`config.mk`:
```
export PLATFORM = sky130hd
export DESIGN_NAME = fifo_word_packer_flat
export DESIGN_NICKNAME = d
export VERILOG_FILES = /design/src/rtl/fifo_word_packer_if.sv /design/src/rtl/fifo_word_packer.sv /design/src/flat_wrapper.sv
export SDC_FILE = /design/constraint.sdc
export NUM_CORES = 1
export LEC_CHECK = 0
export ABC_AREA = 1
export CAP_MARGIN = 20
export CORE_MARGIN = 5
export CORE_UTILIZATION = 40
export CTS_BUF_LIST = sky130_fd_sc_hd__clkbuf_16
export DETAILED_ROUTE_END_ITERATION = 10
export SETUP_SLACK_MARGIN = 0.2
export SKIP_LAST_GASP = 1
export SLEW_MARGIN = 20
export SYNTH_ARGS = -nofsm -noshare
export SYNTH_HDL_FRONTEND = slang
export SYNTH_SLANG_ARGS = --single-unit
```
`constraint.sdc`:
```
create_clock -name clk -period 2.15 [get_ports clk]
set_input_delay 0.43 -clock clk [delete_from_list [all_inputs] [get_ports clk]]
set_output_delay 0.43 -clock clk [all_outputs]
set_load 0.005 [all_outputs]
```
`src/rtl/fifo_word_packer_if.sv`:
```
// fifo_word_packer_if
//   Bundles the FIFO read port and the packed output stream of the word
//   packer.
//   FIFO side   : fifo_empty, fifo_rd_en, fifo_rdata (WIDTH bits)
//   Stream side : out_data (WIDTH*BEATS), out_keep (BEATS), out_valid,
//                 out_ready
//   Modports    : master - the packer (drives fifo_rd_en and the stream)
//                 slave  - the FIFO / downstream environment
interface fifo_word_packer_if #(
    parameter int WIDTH = 8,
    parameter int BEATS = 4
);
    logic                     fifo_empty;
    logic                     fifo_rd_en;
    logic [WIDTH-1:0]         fifo_rdata;
    logic [WIDTH*BEATS-1:0]   out_data;
    logic [BEATS-1:0]         out_keep;
    logic                     out_valid;
    logic                     out_ready;

    modport master (
        input  fifo_empty,
        output fifo_rd_en,
        input  fifo_rdata,
        output out_data,
        output out_keep,
        output out_valid,
        input  out_ready
    );

    modport slave (
        output fifo_empty,
        input  fifo_rd_en,
        output fifo_rdata,
        input  out_data,
        input  out_keep,
        input  out_valid,
        output out_ready
    );
endinterface

```
`src/rtl/fifo_word_packer.sv`:
```
// fifo_word_packer
//   Read-side consumer for the async FIFO (read clock domain). Drains
//   WIDTH-bit entries without ever reading an empty FIFO and packs BEATS
//   consecutive entries into one wide word on a valid/ready stream. The
//   first entry lands in out_data[WIDTH-1:0].
//   Ports:
//     clk        FIFO read clock
//     res        synchronous reset, active-high
//     bus        fifo_word_packer_if.master (FIFO read port + output stream)
//     words_out  16-bit count of accepted words, wraps
//   Optional feature (macro PACKER_FLUSH_EN): after FLUSH_CYCLES idle cycles
//   with a partially filled word, emit it with out_keep marking the filled
//   lanes. Without the macro a partial word waits for more entries.
module fifo_word_packer #(
    parameter int WIDTH        = 8,
    parameter int BEATS        = 4,
    parameter int FLUSH_CYCLES = 64
) (
    input  logic                clk,
    input  logic                res,
    fifo_word_packer_if.master  bus,
    output logic [15:0]         words_out
);
    if (BEATS < 2 || BEATS > 16 || FLUSH_CYCLES < 1) begin : g_bad_cfg
        $error("fifo_word_packer: BEATS must be 2..16 and FLUSH_CYCLES >= 1");
    end

    localparam int FW = $clog2(BEATS + 1);
    localparam int IW = $clog2(BEATS);
    localparam logic [FW-1:0] FULL = FW'(BEATS);

    localparam logic [1:0] ST_FILL  = 2'd0;
    localparam logic [1:0] ST_HOLD  = 2'd1;
`ifdef PACKER_FLUSH_EN
    localparam logic [1:0] ST_FLUSH = 2'd2;
    localparam int CW = $clog2(FLUSH_CYCLES + 1);
    localparam logic [CW-1:0] FLUSH_MAX = CW'(FLUSH_CYCLES);
`endif

    logic [1:0]                  state;
    logic [FW-1:0]               fill;
    logic                        inflight;
    logic [BEATS-1:0][WIDTH-1:0] asm_q;
    logic [FW:0]                 pending;
    logic                        accept;
    logic                        slot_free;
    logic                        emit;

    // Entries already captured plus the one still in flight; a read is only
    // issued while the word has room for it.
    assign pending   = {1'b0, fill} + {{FW{1'b0}}, inflight};
    assign bus.fifo_rd_en = !res && !bus.fifo_empty &&
                            (pending < {1'b0, FULL}) && (state == ST_FILL);
    assign accept    = bus.out_valid && bus.out_ready;
    assign slot_free = !bus.out_valid || bus.out_ready;

`ifdef PACKER_FLUSH_EN
    logic [CW-1:0]    flush_cnt;
    logic [BEATS-1:0] partial_keep;

    assign emit = slot_free && (state == ST_HOLD || state == ST_FLUSH);

    always_comb begin
        partial_keep = '0;
        for (int unsigned i = 0; i < BEATS; i++) begin
            if (FW'(i) < fill) partial_keep[IW'(i)] = 1'b1;
        end
    end
`else
    assign emit = slot_free && (state == ST_HOLD);
`endif

    always_ff @(posedge clk) begin
        if (res) begin
            state         <= ST_FILL;
            fill          <= '0;
            inflight      <= 1'b0;
            asm_q         <= '0;
            bus.out_data  <= '0;
            bus.out_keep  <= '0;
            bus.out_valid <= 1'b0;
            words_out     <= '0;
`ifdef PACKER_FLUSH_EN
            flush_cnt     <= '0;
`endif
        end else begin
            inflight <= bus.fifo_rd_en;

            if (accept) begin
                words_out     <= words_out + 16'd1;
                bus.out_valid <= 1'b0;
            end

            if (state == ST_FILL) begin
                if (inflight) begin
                    asm_q[fill[IW-1:0]] <= bus.fifo_rdata;
                    fill                <= fill + FW'(1);
                    // Go straight to HOLD on the final capture so the word
                    // can transfer on the very next edge.
                    if ((fill + FW'(1)) == FULL) state <= ST_HOLD;
                end
`ifdef PACKER_FLUSH_EN
                // A read issued this cycle would be lost in FLUSH.
                else if (flush_cnt == FLUSH_MAX && !bus.fifo_rd_en) begin
                    state <= ST_FLUSH;
                end
`endif
            end else if (emit) begin
                bus.out_data  <= asm_q;
`ifdef PACKER_FLUSH_EN
                bus.out_keep  <= (state == ST_HOLD) ? '1 : partial_keep;
`else
                bus.out_keep  <= '1;
`endif
                bus.out_valid <= 1'b1;
                fill          <= '0;
                asm_q         <= '0;
                state         <= ST_FILL;
            end

`ifdef PACKER_FLUSH_EN
            if (inflight || emit) begin
                flush_cnt <= '0;
            end else if (state == ST_FILL && fill != '0 && bus.fifo_empty &&
                         flush_cnt != FLUSH_MAX) begin
                flush_cnt <= flush_cnt + CW'(1);
            end
`endif
        end
    end
endmodule

```
`src/flat_wrapper.sv`:
```
// flat-port wrapper written by rule: the top's interface ports become plain ports
module fifo_word_packer_flat 
#(
    parameter int WIDTH        = 8,
    parameter int BEATS        = 4,
    parameter int FLUSH_CYCLES = 64
)
  (clk, res, words_out, bus_fifo_empty, bus_fifo_rd_en, bus_fifo_rdata, bus_out_data, bus_out_keep, bus_out_valid, bus_out_ready);
  fifo_word_packer_if #(.WIDTH(WIDTH), .BEATS(BEATS)) bus_i ();
  input  logic clk;
  input  logic res;
  output logic [15:0] words_out;
  input wire logic [$bits(bus_i.fifo_empty)-1:0] bus_fifo_empty;
  output wire logic [$bits(bus_i.fifo_rd_en)-1:0] bus_fifo_rd_en;
  input wire logic [$bits(bus_i.fifo_rdata)-1:0] bus_fifo_rdata;
  output wire logic [$bits(bus_i.out_data)-1:0] bus_out_data;
  output wire logic [$bits(bus_i.out_keep)-1:0] bus_out_keep;
  output wire logic [$bits(bus_i.out_valid)-1:0] bus_out_valid;
  input wire logic [$bits(bus_i.out_ready)-1:0] bus_out_ready;
  assign bus_i.fifo_empty = bus_fifo_empty;
  assign bus_fifo_rd_en = bus_i.fifo_rd_en;
  assign bus_i.fifo_rdata = bus_fifo_rdata;
  assign bus_out_data = bus_i.out_data;
  assign bus_out_keep = bus_i.out_keep;
  assign bus_out_valid = bus_i.out_valid;
  assign bus_i.out_ready = bus_out_ready;
  fifo_word_packer #(.WIDTH(WIDTH), .BEATS(BEATS), .FLUSH_CYCLES(FLUSH_CYCLES)) u_core (.clk(clk), .res(res), .bus(bus_i), .words_out(words_out));
endmodule
```
## Yosys cells after proc, flatten, opt, wreduce, memory -nomap -nowiden

Index checks and enable logic that the tools add are counted.

| cells by class | value |
|---|---|
| bitwise gates (word level) | 1 |
| reduce and logical (&&, ||, !) cells | 15 |
| eq/ne operators | 4 |
| add/subtract/negate cells | 3 |
| mux-type cells | 16 |
| order comparisons | 3 |

Operators with widths:

| cell | count |
|---|---|
| 2-to-1 mux 32 bit | 3 |
| bitwise mux 32 bit | 1 |
| adder 16 x 1 -> 16 bit, second input constant | 1 |
| demux 8 bit (select 2 bit) | 1 |
| 2-to-1 mux 3 bit | 3 |
| 2-to-1 mux 2 bit | 4 |
| 2-to-1 mux 8 bit | 1 |
| logical AND 1 bit | 6 |
| adder 3 x 1 -> 4 bit | 1 |
| < comparator 4 x 3 -> 1 bit, second input constant | 1 |
| AND reduction 2 bit | 2 |
| adder 3 x 1 -> 3 bit, second input constant | 1 |
| == test 3 bit, second input constant | 1 |
| logical NOT 1 bit | 3 |
| < comparator 2 x 3 -> 1 bit, second input constant | 1 |
| 2-to-1 mux 1 bit | 3 |
| AND reduction 3 bit | 1 |
| == test 2 x 1 -> 1 bit, second input constant | 1 |
| greater-or-equal comparator 2 x 1 -> 1 bit, second input constant | 1 |
| logical NOT 2 bit | 1 |
| != test 2 x 1 -> 1 bit, second input constant | 1 |
| != test 2 bit, second input constant | 1 |
| nonzero test 2 bit | 1 |
| logical OR 1 bit | 1 |
| NOT 1 bit | 1 |

| storage, ports and cells | value |
|---|---|
| input port bits | 12 |
| register bits after elaboration | 88 |
| word-level logic and storage cells | 53 |
| output and inout bits | 54 |

## Longest topological paths before layout

| logic depth | value |
|---|---|
| word-level depth | 7 |
| depth in mapped cells | 8 |
| mapped depth without buffers | 8 |

## Worst setup path after synthesis

No wires, ideal clock.

| path | value |
|---|---|
| path type | input to output |
| start point | in res |
| end point | out bus_fifo_rd_en |
| data arrival time | 0.889 ns |
| required time | 1.720 ns |
| setup slack | 0.831 ns |
| buffers on the path | 1 |
| stages | 2 |
| path through | clkbuf_1 > nor4_1 |

| between the ends | value |
|---|---|
| word-level cells in the longest chain between the ends | 4 |

Ends and longest elaborated chain:

| what | RTL line | source |
|---|---|---|
| from (decl) | flat_wrapper.sv:11 | `input logic res;` |
| logical NOT 1 bit | fifo_word_packer.sv:52 | `assign bus.fifo_rd_en = !res && !bus.fifo_empty &&` |
| logical AND 1 bit (2 in a row) | fifo_word_packer.sv:52 |  |
| logical AND 1 bit | fifo_word_packer.sv:53 | `(pending < {1'b0, FULL}) && (state == ST_FILL);` |
| to (decl) | flat_wrapper.sv:14 | `output wire logic [$bits(bus_i.fifo_rd_en)-1:0] bus_fifo_rd_en;` |

Every way passes these cells.

## Worst setup path after layout

Same ends and word-level chain as after synthesis.

==> impl_metrics.csv <==
group,metric,value,unit
outcome,status,"completed",
die,dieArea,10700,µm²
pwr,irDropWorstVdd,0.000385,V
synth,ys_types,31,
grt,grt_use_total,15.5,%
route,ant_nets,0,
die,core,8640,µm²
grt,grt_max_degree,39,
synth,synthCells,450,
placement,dp_cells,610,
flow_run,cap_violations,0,
cts,post-cts-setup-buffers,0,
pwr,power.density,720,nW/µm²
cts,clock_latency,340,ps
critical_path,crit_arrival,1450,ps
grt,first_global_vias,2767,
sta,whs,461,ps
placement,globalplace.congestion,0.812,
critical_path,rrSetupSlack,710,ps
cts,root_buffer,"clkbuf_16",
sta,max_clock_freq,533,MHz
sta,rsz0062_at_grt,"false",
sta,setup_violations,0,
final_layout,utilization,52.1,%
synth,synth-seq-cells,87,
sta,fin_crit,1880,ps
die,io_pins,66,
sta,slew_headroom,67.5,%
cts,h-tree-depth,3,
sta,hold_viol_final,0,
critical_path,startpoint_type,"primary input",
worst_hold_path,min_path_type,"flop to flop",
sta,fin_crit_sh,87.2,%
grt,grt_pass1_wl,12900,µm
synth,synth_fp_nets,468,
route,via_per_inst,4.71,
critical_path,end_kind,"output port",
route,wl_per_cell,12.6,µm
final_layout,drive_gt1_share,8.49,%
final_layout,n_antenna_cell,0,
grt,globalRouteOverflowTotal,0,
cts,ctsLongestPathBuffers,2,
critical_path,critPathMaxFanout,2,
final_layout,final_cell_mix,"nor2_1 (100), dfxtp_1 (87), nand2_1 (70), clkdlybuf4s50_1 (64), o21ai_0 (47)",
sta,skew,9.05,ps
critical_path,slowest_delay,490,ps
placement,io_buffers,65,
critical_path,cp_cell_sequence,"clkdlybuf4s50_1 > nor4_1 > dlygate4sd2_1",
route,wl,7860,µm
route,drcViolationCount,0,
die,num_rows,34,
die,fp.dieW,103,µm
synth,syn_avg_cell_area,7.77,µm²
critical_path,cp.required,1720,ps
synth,syn_area,3490,µm²
cts,path_clk_slew,60,ps
final_layout,final_area,4500,µm²
sta,final_max_slew_viol_count,0,
cts,cts_buffers,9,
placement,dp_hpwl,5560,µm
die,start_util,40.5,%
cts,cts_sinks,87,
final_layout,layout.cells.most_common,"nor2_1",
route,vias,2949,
sta,tightest_slew,486,ps
pwr,finalPower,3.24,mW
critical_path,cp_slowest_cell,"clkdlybuf4s50_1",
placement,place_area,4220,µm²
pwr,p_leak,1.62,nW
die,fp.dieH,103,µm
route,drtPass1Iterations,4,
final_layout,finalNonFillerCells,626,
final_layout,num-fill-cells,867,
final_layout,fin_nets,531,
critical_path,critPathKind,"primary input to output port",
final_layout,area_delta_synth_final,28.8,%
synth,yosysWarnings,0,
route,initialDrtViolationCount,117,
cts,cts_tree,"done",
synth,seq_area_frac_synth,49.8,%
grt,antenna_found_initial,0,
==> state kept, by name (all words and copies together), names as in the netlist <==
signal and cells:
u_core.bus.out_data 32, u_core.inflight 1, u_core.state 1, u_core.bus.out_valid 1, u_core.words_out 16, u_core.asm_q 32, u_core.bus.out_keep 1, u_core.fill 3
==> critical path, delay by kind of cell <==
family	cells	cell delay [ps]
buf+inv	2	770
simple gates	1	250
==> logic make-up (layout without fill, tap and decap cells) <==
family	after synthesis	count (layout)	share of synthesized area, %
simple gates	205	205	25.0
compound gates	95	95	15.0
flops	87	87	49.8
buf+inv	53	121	6.98
fa+ha+maj	6	6	2.15
xor+xnor	4	4	1.00
==> repair_timing <==
item | in CTS | in global routing
resized for setup | 1 | 0
hold buffers | 0 | 0
endpoints found under the setup margin | 1 | 0
==> power by group <==
group	switching (mW)	internal, mW	total [mW]
logic	0.0895	0.0491	0.139
clock network	0.673	0.795	1.47
registers	0.00902	1.63	1.63
total	0.771	2.47	3.24
==> cell type report <==
cell class | count | area, µm² | share of cell area, %
Inverter | 34 | 130 | 2.89
Tap cell | 108 | 135 | 3.00
Timing Repair Buffer | 71 | 707 | 15.7
Clock buffer | 9 | 225 | 5.00
Sequential cell | 87 | 1740 | 38.7
Clock inverter | 7 | 52.6 | 1.17
Multi-Input combinational cell | 310 | 1510 | 33.5
==> cells in the mapped netlist <==
cell type	number	area share (%)
o21ai_4	4	1.9
nor3b_1	1	0.21
nor4_1	2	0.36
xor2_1	3	0.75
nand2_1	70	7.5
buf_6	1	0.32
buf_1	1	0.11
a31o_2	1	0.25
nor2_4	3	0.97
inv_4	1	0.18
nor2_2	4	0.72
dlymetal6s2s_1	1	0.36
xnor2_1	1	0.25
nand3_1	12	1.7
and3_1	1	0.18
o21ai_1	1	0.14
nand2_2	2	0.36
nand2_4	1	0.32
a21oi_1	42	6.0
o21ai_0	47	6.7
nor3_1	2	0.29
nand4_1	6	1.1
buf_4	6	1.3
dfxtp_1	87	50
inv_1	28	3.0
buf_2	3	0.43
ha_1	6	2.1
inv_2	5	0.54
clkbuf_1	7	0.75
nand2_8	1	0.57
nor2_1	100	11
==> worst paths after layout <==
check | depth (start not counted) | start | endpoint
max reg2reg | 7 | u_core.state[0] | u_core.asm_q[14]
min | 2 | u_core.asm_q[19] | u_core.asm_q[19]
min reg2reg | 2 | u_core.asm_q[19] | u_core.asm_q[19]
max | 3 | res | bus_fifo_rd_en
==> metrics by stage <==
step	setup WS (ps)	TNS [ps]
after CTS	273	0
after global placement	-56.6	-56.6
after global routing	220	0
after floorplan	831	0
after detailed placement	-28.6	-28.6
final	274	0
==> per-layer routing <==
metal	global-route usage (%)	part of all wire [%]
met1	20.2	49
met2	25.3	46
met3	2.95	3.6
met4	6.27	1.8
met5	0	0
(Power assumes the default switching activity.)
